==> config.mk <==
export PLATFORM = sky130hd
export DESIGN_NAME = btn_event_classifier
export DESIGN_NICKNAME = d
export VERILOG_FILES = /design/src/rtl/btn_pkg.sv /design/src/rtl/ms_tick_gen.sv /design/src/rtl/btn_event_classifier.sv
export SDC_FILE = /design/constraint.sdc
export NUM_CORES = 1
export LEC_CHECK = 0
export CORE_MARGIN = 2
export CORE_UTILIZATION = 61
export CTS_BUF_LIST = sky130_fd_sc_hd__clkbuf_2 sky130_fd_sc_hd__clkbuf_4 sky130_fd_sc_hd__clkbuf_8
export CTS_CLUSTER_SIZE = 8
export DETAILED_ROUTE_END_ITERATION = 6
export GPL_TIMING_DRIVEN = 0
export PLACE_DENSITY = 0.88
export SETUP_SLACK_MARGIN = 0.1
export SYNTH_ARGS = -nofsm -noshare
export SYNTH_HDL_FRONTEND = slang
export SYNTH_SLANG_ARGS = --single-unit
export TNS_END_PERCENT = 20
==> constraint.sdc <==
create_clock -name clk -period 2.4 [get_ports clk]
set_clock_uncertainty 0.15 [all_clocks]
set_input_delay 0.48 -clock clk [delete_from_list [all_inputs] [get_ports clk]]
set_output_delay 0.48 -clock clk [all_outputs]
set_load 0.03 [all_outputs]
==> src/rtl/btn_pkg.sv <==
// Shared types and helpers for the button gesture classifier.
package btn_pkg;

    typedef enum logic [2:0] {
        IDLE,
        PRESS1,
        LONG_HELD,
        WAIT2,
        PRESS2
    } btn_state_t;

    function automatic int unsigned ms_to_cycles(input int unsigned freq, input int unsigned ms);
        return (freq / 1000) * ms;
    endfunction

endpackage

==> src/rtl/ms_tick_gen.sv <==
// Millisecond strobe generator: prescaler over CLK_FREQ/1000 cycles with synchronous clear.
module ms_tick_gen
    import btn_pkg::*;
#(
    parameter int unsigned CLK_FREQ = 200_000_000
) (
    input  logic clk,
    input  logic arst,
    input  logic clr,
    output logic ms_tick
);

    localparam int unsigned PRE = ms_to_cycles(CLK_FREQ, 1);
    localparam int unsigned PW  = (PRE > 1) ? $clog2(PRE) : 1;
    localparam logic [PW-1:0] TERM = PW'(PRE - 1);

    logic [PW-1:0] prescaler;

    always_ff @(posedge clk or posedge arst) begin
        if (arst) begin
            prescaler <= '0;
        end else if (clr || (prescaler == TERM)) begin
            prescaler <= '0;
        end else begin
            prescaler <= prescaler + 1'b1;
        end
    end

    assign ms_tick = (prescaler == TERM) && !clr;

endmodule

==> src/rtl/btn_event_classifier.sv <==
// Classifies debounced button activity into press/release ticks and
// short-press, long-press and double-click gesture pulses.
module btn_event_classifier
    import btn_pkg::*;
#(
    parameter int unsigned CLK_FREQ = 200_000_000,
    parameter int unsigned LONG_MS  = 1000,
    parameter int unsigned DCLK_MS  = 300
) (
    input  logic       clk,
    input  logic       arst,
    input  logic       db,
    output logic       pressed,
    output logic       press_tick,
    output logic       release_tick,
    output logic       short_press,
    output logic       long_press,
    output logic       double_click,
    output logic [7:0] press_cnt
);

    localparam int unsigned MS_MAX = (LONG_MS > DCLK_MS) ? LONG_MS : DCLK_MS;
    localparam int unsigned MS_W   = $clog2(MS_MAX + 1);
    localparam logic [MS_W-1:0] LONG_N = MS_W'(LONG_MS);
    localparam logic [MS_W-1:0] DCLK_N = MS_W'(DCLK_MS);

    btn_state_t      state, state_n;
    logic            db_q;
    logic            armed;
    logic            rise, fall;
    logic            ms_tick;
    logic            clr;
    logic            short_n, long_n, dbl_n;
    logic [MS_W-1:0] ms_cnt;

    // Edges only count once armed, so a level held through reset is not a press.
    always_ff @(posedge clk or posedge arst) begin
        if (arst) begin
            db_q    <= 1'b0;
            armed   <= 1'b0;
            pressed <= 1'b0;
        end else begin
            db_q    <= db;
            armed   <= 1'b1;
            pressed <= db & armed;
        end
    end

    assign rise = db & ~db_q & armed;
    assign fall = ~db & db_q & armed;

    ms_tick_gen #(
        .CLK_FREQ (CLK_FREQ)
    ) u_ms_tick_gen (
        .clk     (clk),
        .arst    (arst),
        .clr     (clr),
        .ms_tick (ms_tick)
    );

    always_ff @(posedge clk or posedge arst) begin
        if (arst) begin
            ms_cnt <= '0;
        end else if (clr) begin
            ms_cnt <= '0;
        end else if (ms_tick && (ms_cnt != '1)) begin
            ms_cnt <= ms_cnt + 1'b1;
        end
    end

    always_ff @(posedge clk or posedge arst) begin
        if (arst) begin
            state <= IDLE;
        end else begin
            state <= state_n;
        end
    end

    // Edges are tested before timeouts so an edge wins a same-cycle tie.
    always_comb begin
        state_n = state;
        short_n = 1'b0;
        long_n  = 1'b0;
        dbl_n   = 1'b0;
        case (state)
            IDLE: begin
                if (rise) state_n = PRESS1;
            end
            PRESS1: begin
                if (fall) begin
                    state_n = WAIT2;
                end else if (ms_cnt == LONG_N) begin
                    long_n  = 1'b1;
                    state_n = LONG_HELD;
                end
            end
            LONG_HELD: begin
                if (fall) state_n = IDLE;
            end
            WAIT2: begin
                if (rise) begin
                    state_n = PRESS2;
                end else if (ms_cnt == DCLK_N) begin
                    short_n = 1'b1;
                    state_n = IDLE;
                end
            end
            PRESS2: begin
                if (fall) begin
                    dbl_n   = 1'b1;
                    state_n = IDLE;
                end else if (ms_cnt == LONG_N) begin
                    long_n  = 1'b1;
                    state_n = LONG_HELD;
                end
            end
            default: state_n = IDLE;
        endcase
        clr = (state_n != state);
    end

    always_ff @(posedge clk or posedge arst) begin
        if (arst) begin
            press_tick   <= 1'b0;
            release_tick <= 1'b0;
            short_press  <= 1'b0;
            long_press   <= 1'b0;
            double_click <= 1'b0;
            press_cnt    <= 8'd0;
        end else begin
            press_tick   <= rise;
            release_tick <= fall;
            short_press  <= short_n;
            long_press   <= long_n;
            double_click <= dbl_n;
            if (rise) press_cnt <= press_cnt + 8'd1;
        end
    end

endmodule

Yosys cells after proc, flatten, opt, wreduce, memory -nomap -nowiden
Cells that the tools add are included.
Widths: inputs -> output; s select.
- add/sub/neg operators: 3
- equal/unequal tests: 9
- muxes and demuxes: 19
- bitwise operators: 7
- reductions and logical operators: 7
- operator list (kind ; count):
    $mux 3 ; 7
    $mux 10 ; 2
    $add 18x1->18 const B ; 1
    $eq 18x18->1 const B ; 1
    $mux 18 ; 1
    $pmux 3 s5 ; 1
    $add 10x1->10 const B ; 1
    $eq 10x10->1 const B ; 1
    $eq 10x9->1 const B ; 1
    $ne 10x10->1 const B ; 1
    $add 8x1->8 const B ; 1
    $mux 1 ; 8
    $eq 3x2->1 const B ; 2
    $and 1x1->1 ; 5
    $eq 3x1->1 const B ; 1
    $eq 3x3->1 const B ; 1
    $logic_not 3->1 ; 1
    $ne 3x3->1 ; 1
    $logic_and 1x1->1 ; 2
    $not 1->1 ; 2
    $reduce_bool 2->1 ; 1
    $reduce_or 2->1 ; 1
    $logic_not 1->1 ; 1
    $logic_or 1x1->1 ; 1
- bits in registers: 47
- input port bits: 3
- output and inout port bits: 14
- word-level logic and storage cells: 57

Longest topological paths before layout
Gate-level depths: netlist (run 1).
- word-level depth: 11
- mapped depth: 8
- depth with buffers taken out: 7

By module
A second synthesis (run 1) with hierarchy kept.
- cell total of the unflattened synthesis: 239
- area total of the unflattened synthesis: 2442.3 um^2
- modules (own cells, without submodules) (module ; times used ; cells an instance ; area each (um^2) ; seq. area each (um^2)):
    btn_event_classifier ; 1 ; 144 ; 1490.2 ; 725.7
    ms_tick_gen ; 1 ; 95 ; 952.2 ; 450.4

Least setup slack after synthesis (run 1)
No wires, ideal clock.
- kind: register to register
- start: register u_ms_tick_gen.prescaler[13]
- end: register u_ms_tick_gen.prescaler[13]
- setup time: 119 ps
- data arrival time: 1737 ps
- data required time: 2131 ps
- slack: 394 ps
- cell stages (with the launch flop): 7
- path buffers: 2
- clock period less this slack: 2006 ps
- cell sequence: dfrtp_1 -> nor4b_4 -> or3b_1 -> buf_6 -> o211ai_4 -> buf_8 -> nor2_2
- word-level cells in the longest chain between the ends: 3
- elaborated cells on any way between the ends: 4
- classes of those cells: add/sub (1); eq/ne (1); mux (1); reduce/logical (1)
- ends and longest elaborated chain (element ; RTL line ; RTL):
    start: declaration ; ms_tick_gen.sv:17 ; logic [PW-1:0] prescaler;
    start signal: assignment ; ms_tick_gen.sv:25 ; prescaler <= prescaler + 1'b1;
    parallel branches: the longest is 2 deep, another holds $add 18x1->18 ; n/a ;
    $mux 18 (*) ; ms_tick_gen.sv:22 ; end else if (clr || (prescaler == TERM)) begin
Every way passes the cells marked *.
A chain may end at the register's enable or synchronous reset.

Worst setup path after layout (run 1)
- start: register u_ms_tick_gen.prescaler[13]
- end: register u_ms_tick_gen.prescaler[16]
The elaborated chain is that of the path after synthesis.

==> results of run 1 <==
==> cell families after synthesis <==
kind of cell	Yosys count	synth area share, %
AND/OR/NAND/NOR	115	29.3
AO/OA/AOI/OAI	11	4.23
other	1	0.153
buffers and inverters	20	3.87
adder cells (fa/ha/maj)	4	2.04
XOR/XNOR	34	12.1
multiplexers	1	0.408
flip-flops	47	47.9
==> placed cells by master (no fill, tap or decap), types with 2 or more instances in the layout <==
| cell | n |
|---|---|
| buf_4 | 10 |
| nand2_1 | 17 |
| nor2b_1 | 2 |
| nand3b_1 | 2 |
| nor4_4 | 2 |
| clkdlybuf4s50_1 | 16 |
| dfrtp_1 | 47 |
| xnor2_1 | 25 |
| nor4_2 | 2 |
| nor2_1 | 27 |
| or3_1 | 2 |
| clkbuf_8 | 6 |
| nor3_2 | 3 |
| xor2_1 | 9 |
| nor2_2 | 12 |
| o31ai_1 | 2 |
| nand4bb_1 | 2 |
| nand4b_1 | 4 |
| and2_1 | 3 |
| ha_1 | 4 |
| nor3_1 | 10 |
| nand3_1 | 11 |
| inv_1 | 14 |
| nand4_1 | 4 |
| nor4_1 | 2 |
==> area by class of cell <==
cell class	count	area share, %
Sequential cell	47	39.9
Tap cell	50	2.12
Timing Repair Buffer	28	9.51
Clock inverter	2	1.32
Clock buffer	6	2.80
Multi-Input combinational cell	166	41.1
Inverter	15	1.91
Buffer	5	1.36
==> worst max-delay path: cells and delay by family, from the launching register on <==
kind	cells	cell delay [ns]
and+or+nand+nor	3	0.86
DFF	1	0.46
AOI/OAI and AO/OA	1	0.33
buffers and inverters	2	0.39
==> power breakdown <==
group	internal, mW	switching (mW)
registers	0.884	0.0885
clock network	0.343	0.268
logic	0.311	0.392
total	1.54	0.748
==> timing repair <==
item | CTS | global route
endpoints found under the setup margin | 20 | 14
buffers inserted | 0 | 10
cloned | 0 | 1
resized for setup | 2 | 3
hold buffers | 0 | 0
pin swaps | 0 | 5
==> how the worst min path moves through the flow <==
stage,startpoint,end,cells past startpoint
floorplan,u_ms_tick_gen.prescaler[0],u_ms_tick_gen.prescaler[0],1
global placement,u_ms_tick_gen.prescaler[0],u_ms_tick_gen.prescaler[0],1
detailed placement,press_cnt[7],press_cnt[7],1
CTS,arst,press_cnt[7],2
global route,arst,u_ms_tick_gen.prescaler[8],2
finish,arst,u_ms_tick_gen.prescaler[1],2
==> cell usage after synthesis (2+ instances only) <==
library cell	instances	share of area (%)
nor2b_1	2	0.51
nor4_2	2	1.0
nor3_2	3	1.2
and2_1	3	0.76
ha_1	4	2.0
nor2_2	12	3.1
xor2_1	9	3.2
nand4b_1	4	1.4
o31ai_1	3	0.92
nand4bb_1	2	0.92
nor2_1	27	4.1
nand3_1	11	2.2
nor4_4	2	1.7
nand3b_1	2	0.61
xnor2_1	25	8.9
inv_1	15	2.3
nand2_1	18	2.8
nor3_1	10	2.0
nor4_1	2	0.51
or3_1	2	0.51
dfrtp_1	47	48
nand4_1	4	1.0
==> through the flow <==
stage	std cells	setup WS (ns)	power (mW)
floorplan	233	0.394	1.41
global placement	299	-0.230	1.56
detailed placement	300	-0.307	1.58
CTS	308	0.126	2.20
global route	319	0.0375	2.40
finish	319	0.104	2.28
==> sequential cells by signal (all words and copies together) (netlist names), 3 cells and up <==
register and count:
u_ms_tick_gen.prescaler 18, state 3, press_cnt 8, ms_cnt 10
==> layer usage <==
metal / up-vias / track usage (%) / share of wire [%]
met3: 9 / 5.00 / 2.5
met4: 0 / 5.36 / 1.7
met2: 23 / 39.4 / 53
met5: - / 0 / 0
met1: 879 / 26.5 / 42
li1: 856 / - / -
==> metrics.txt, run 1 <==
filler instances=277; Residual DRC=0; top_reg_cell synth=dfrtp_1; CP arrival=2.34 ns; FP Rows=23; Slew @ Worst Pin=0.574 ns; synth warn=0; nets=275; unrepaired setup endpoints after global routing=true; Final Hold Fails=0; Iter 0 DRT Violations=62; register area=1180 um2; mapped cell area=2450 um2; crit-path max FO=8; vias in the first global route=1661; post-synthesis average cell area=10.5 um2; worst reg2reg endpoint=u_ms_tick_gen.prescaler[16]; multi-input logic area=1210 um2; Pre-antenna DRT Iters=4; Core Region=3940 um2; R2R Path Start=u_ms_tick_gen.prescaler[13]; FFs w/ async S/R, synth=100%; largest net degree at the start of global routing=35; register bit count reported by yosys=47; GPL Wtd Cong=0.746; max incr delay on CP=0.46 ns; clk root buf=clkbuf_8; Critical Path Sink=u_ms_tick_gen.prescaler[16]; detailed-route via count=1767; crit path launch=u_ms_tick_gen.prescaler[13]; Area growth syn-to-layout=20.0%; gr usage total=21.9%; CTS tree=built; post-detail-place hpwl=3070 um; share of post-route cells with drive strength above 1=19.7%; antenna cells=0; Final Util=74.7%; clk sink count=47; Worst Reg-to-Reg Cells=6; Tcrit/Tclk final=95.7%; Die H=67.4 um; critical path class=flop to flop; Hold Crit Class=input pin to asynchronous set/reset pin; Yosys cell types=46; CP Capture Type=flop; Worst-path clk slew=0.09 ns; CTS H-tree depth=2; Post-DP Area=2700 um2; Die Span X=67.4 um; Synthesized Nets=240; highest-delay cell along the critical path=dfrtp_1; Worst Hold Slack=0.298 ns; sequential fraction of the synthesis area=47.9%; Final setup violation count=0; # Max-Cap Violations=0; first-pass GRT wire length=7470 um; buffer depth of the longest clock path=2; drt wl/cell=14.9 um; Initial Util=62.3%; Final Cell Area=2950 um2; CP startpoint kind=flop; IO Count=17; setup TNS=0 ns; Port Buf Inserts=16; Total Wirelength=4750 um; vias per std cell=5.54; Worst slew margin=61.5%; Leak=1.20 nW; Post-synth EDFFs=0; post-synthesis cell count=233; max-slew violations=0; Num CTS Buffers=5; pwr/cell area=775 nW/um2; Tmin final=2.30 ns; initial antenna violation count=0; worst-path cell chain=nor4b_4, or3b_1, buf_6, o211ai_4, clkbuf_16, nor2_2; clock latency on the worst-skew pair=0.30 ns; outcome=finished, final reports clean; total grt overflow=0; worst ir drop on vdd=0.000845 V; Achievable Freq=436 MHz; data required time of the critical path=2.44 ns; flop2flop setup slack=0.10 ns; Die ar.=4550 um2; antenna-violating nets left=0
Power figures use the tool's default switching activity.
==> inputs of run 2 (changes only) <==
CORE_UTILIZATION = 65   (was 61)
PLACE_DENSITY = 0.93   (was 0.88)
clock period = 2.7 ns   (was 2.4 ns; I/O delays follow)
==> metrics.txt, run 2 (synthesized netlist as in run 1, its figures left out) <==
nets=264; Pwr Total=1.82 mW; antenna cells=0; CP top delay family=simple AND/OR/NAND/NOR gates; clk root buf=clkbuf_8; CP bufs+invs=1; CTS tree=built; max FFs per register=18; gr usage total=24.9%; buffer depth of the longest clock path=2; CP startpoint kind=input pin; IO Count=17; clk sink count=47; most common cell after layout, fill and taps aside=dfrtp_1; post-CTS setup buffers=0; worst reg2reg endpoint=u_ms_tick_gen.prescaler[16]; initial antenna violation count=0; Leak=1.12 nW; most frequent cells in the layout=dfrtp_1 (47), nor2_1 (27), xnor2_1 (25); Clk pwr share=23.0%; Final Util=76.6%; Residual DRC=0; GPL Wtd Cong=0.753; unrepaired setup endpoints after global routing=false; Port Buf Inserts=16; CP arrival=2.55 ns; total grt overflow=0; Largest Register=u_ms_tick_gen.prescaler; Int Pwr=1.19 mW; Area growth syn-to-layout=13.4%; Die Span X=65.5 um; Total Wirelength=4530 um; Placement Setup Slack=-0.0525 ns; # Max-Cap Violations=0; cts repair resizes=0; share of post-route cells with drive strength above 1=15.1%; Final setup violation count=0; critical path depth=6; first-pass GRT wire length=8080 um; max-slew violations=0; Reg power frac=47.4%; Worst Hold Slack=0.311 ns; crit-path max FO=10; CP Capture Type=flop; Core Region=3630 um2; data required time of the critical path=2.78 ns; flop2flop setup slack=0.44 ns; vias per std cell=5.63; FP Rows=22; final worst slack=0.230 ns; Die ar.=4280 um2; crit path launch=db; post-detail-place hpwl=3190 um; max incr delay on CP=0.54 ns; Post-CTS Hold Fix Bufs=0; worst-path cell chain=clkdlybuf4s50_1, nand3b_1, o311ai_2, o31ai_1, nand2_1, nor2_1; detailed-route via count=1724; Num CTS Buffers=5; filler instances=238; Worst-path clk slew=0.08 ns; R2R Path Start=u_ms_tick_gen.prescaler[0]; Final Hold Fails=0; Hold Crit Class=flop to flop; clock latency on the worst-skew pair=0.30 ns; switching share of power=34.5%; Slew @ Worst Pin=0.663 ns; outcome=finished, final reports clean; Tmin final=2.47 ns; Initial Util=67.6%; CTS H-tree depth=2; Switch Pwr=626 uW; pwr/cell area=653 nW/um2; worst ir drop on vdd=0.000770 V; critical path class=input pin to flop; Worst slew margin=55.8%; Die H=65.5 um; highest-delay cell along the critical path=clkdlybuf4s50_1; Pre-antenna DRT Iters=4; drt wl/cell=14.8 um; vias in the first global route=1823; Iter 0 DRT Violations=104; registers with the most flip-flops=u_ms_tick_gen.prescaler: 18 flops, ms_cnt: 10 flops, press_cnt: 8 flops; antenna-violating nets left=0; Comb pwr share=29.7%; Achievable Freq=405 MHz; largest net degree at the start of global routing=37; Worst Reg-to-Reg Cells=7; Critical Path Sink=ms_cnt[1]; Tcrit/Tclk final=91.5%
-- run 2: worst min path at each step --
stage | slack, ns | to | start | cells after the start
4_1_cts | 0.32 | u_ms_tick_gen.prescaler[0] | u_ms_tick_gen.prescaler[0] | 1
3_5_place_dp | 0.30 | u_ms_tick_gen.prescaler[0] | u_ms_tick_gen.prescaler[0] | 1
6_report | 0.31 | u_ms_tick_gen.prescaler[0] | u_ms_tick_gen.prescaler[0] | 1
2_1_floorplan | 0.28 | u_ms_tick_gen.prescaler[0] | u_ms_tick_gen.prescaler[0] | 1
5_1_grt | 0.34 | u_ms_tick_gen.prescaler[0] | u_ms_tick_gen.prescaler[0] | 1
3_3_place_gp | 0.30 | u_ms_tick_gen.prescaler[0] | u_ms_tick_gen.prescaler[0] | 1
-- run 2: per-layer routing --
| metal | vias to the layer above | wire length, um | GRT usage, % |
|---|---|---|---|
| li1 | 827 | - | - |
| met1 | 866 | 1920 | 30.0 |
| met2 | 22 | 2410 | 43.2 |
| met3 | 9 | 105 | 5.31 |
| met4 | 0 | 100 | 10.7 |
| met5 | - | 0 | 0 |
-- run 2: cell type report --
cell class,count,area [um2],share of cell area [%]
timing repair buffer,17,180,6.47
buffer,5,38.8,1.39
sequential,47,1180,42.2
inverter,15,56.3,2.02
multi-input combinational,166,1180,42.5
clock inverter,2,12.5,0.449
clock buffer,6,76.3,2.74
tap,48,60.1,2.16
-- run 2: through the flow --
step | instance area [um2] | instances | TNS [ns]
finish | 2780 | 306 | 0
global route | 2780 | 306 | 0
CTS | 2780 | 306 | 0
detailed placement | 2700 | 298 | -0.681
global placement | 2680 | 297 | 0
floorplan | 2450 | 233 | 0
-- run 2: power by group through the flow --
stage	registers (mW)	clock network, mW	logic (mW)
floorplan	0.925	0	0.327
global placement	0.870	0	0.511
detailed placement	0.873	0	0.539
CTS	0.861	0.432	0.541
global route	0.875	0.465	0.590
finish	0.861	0.418	0.539
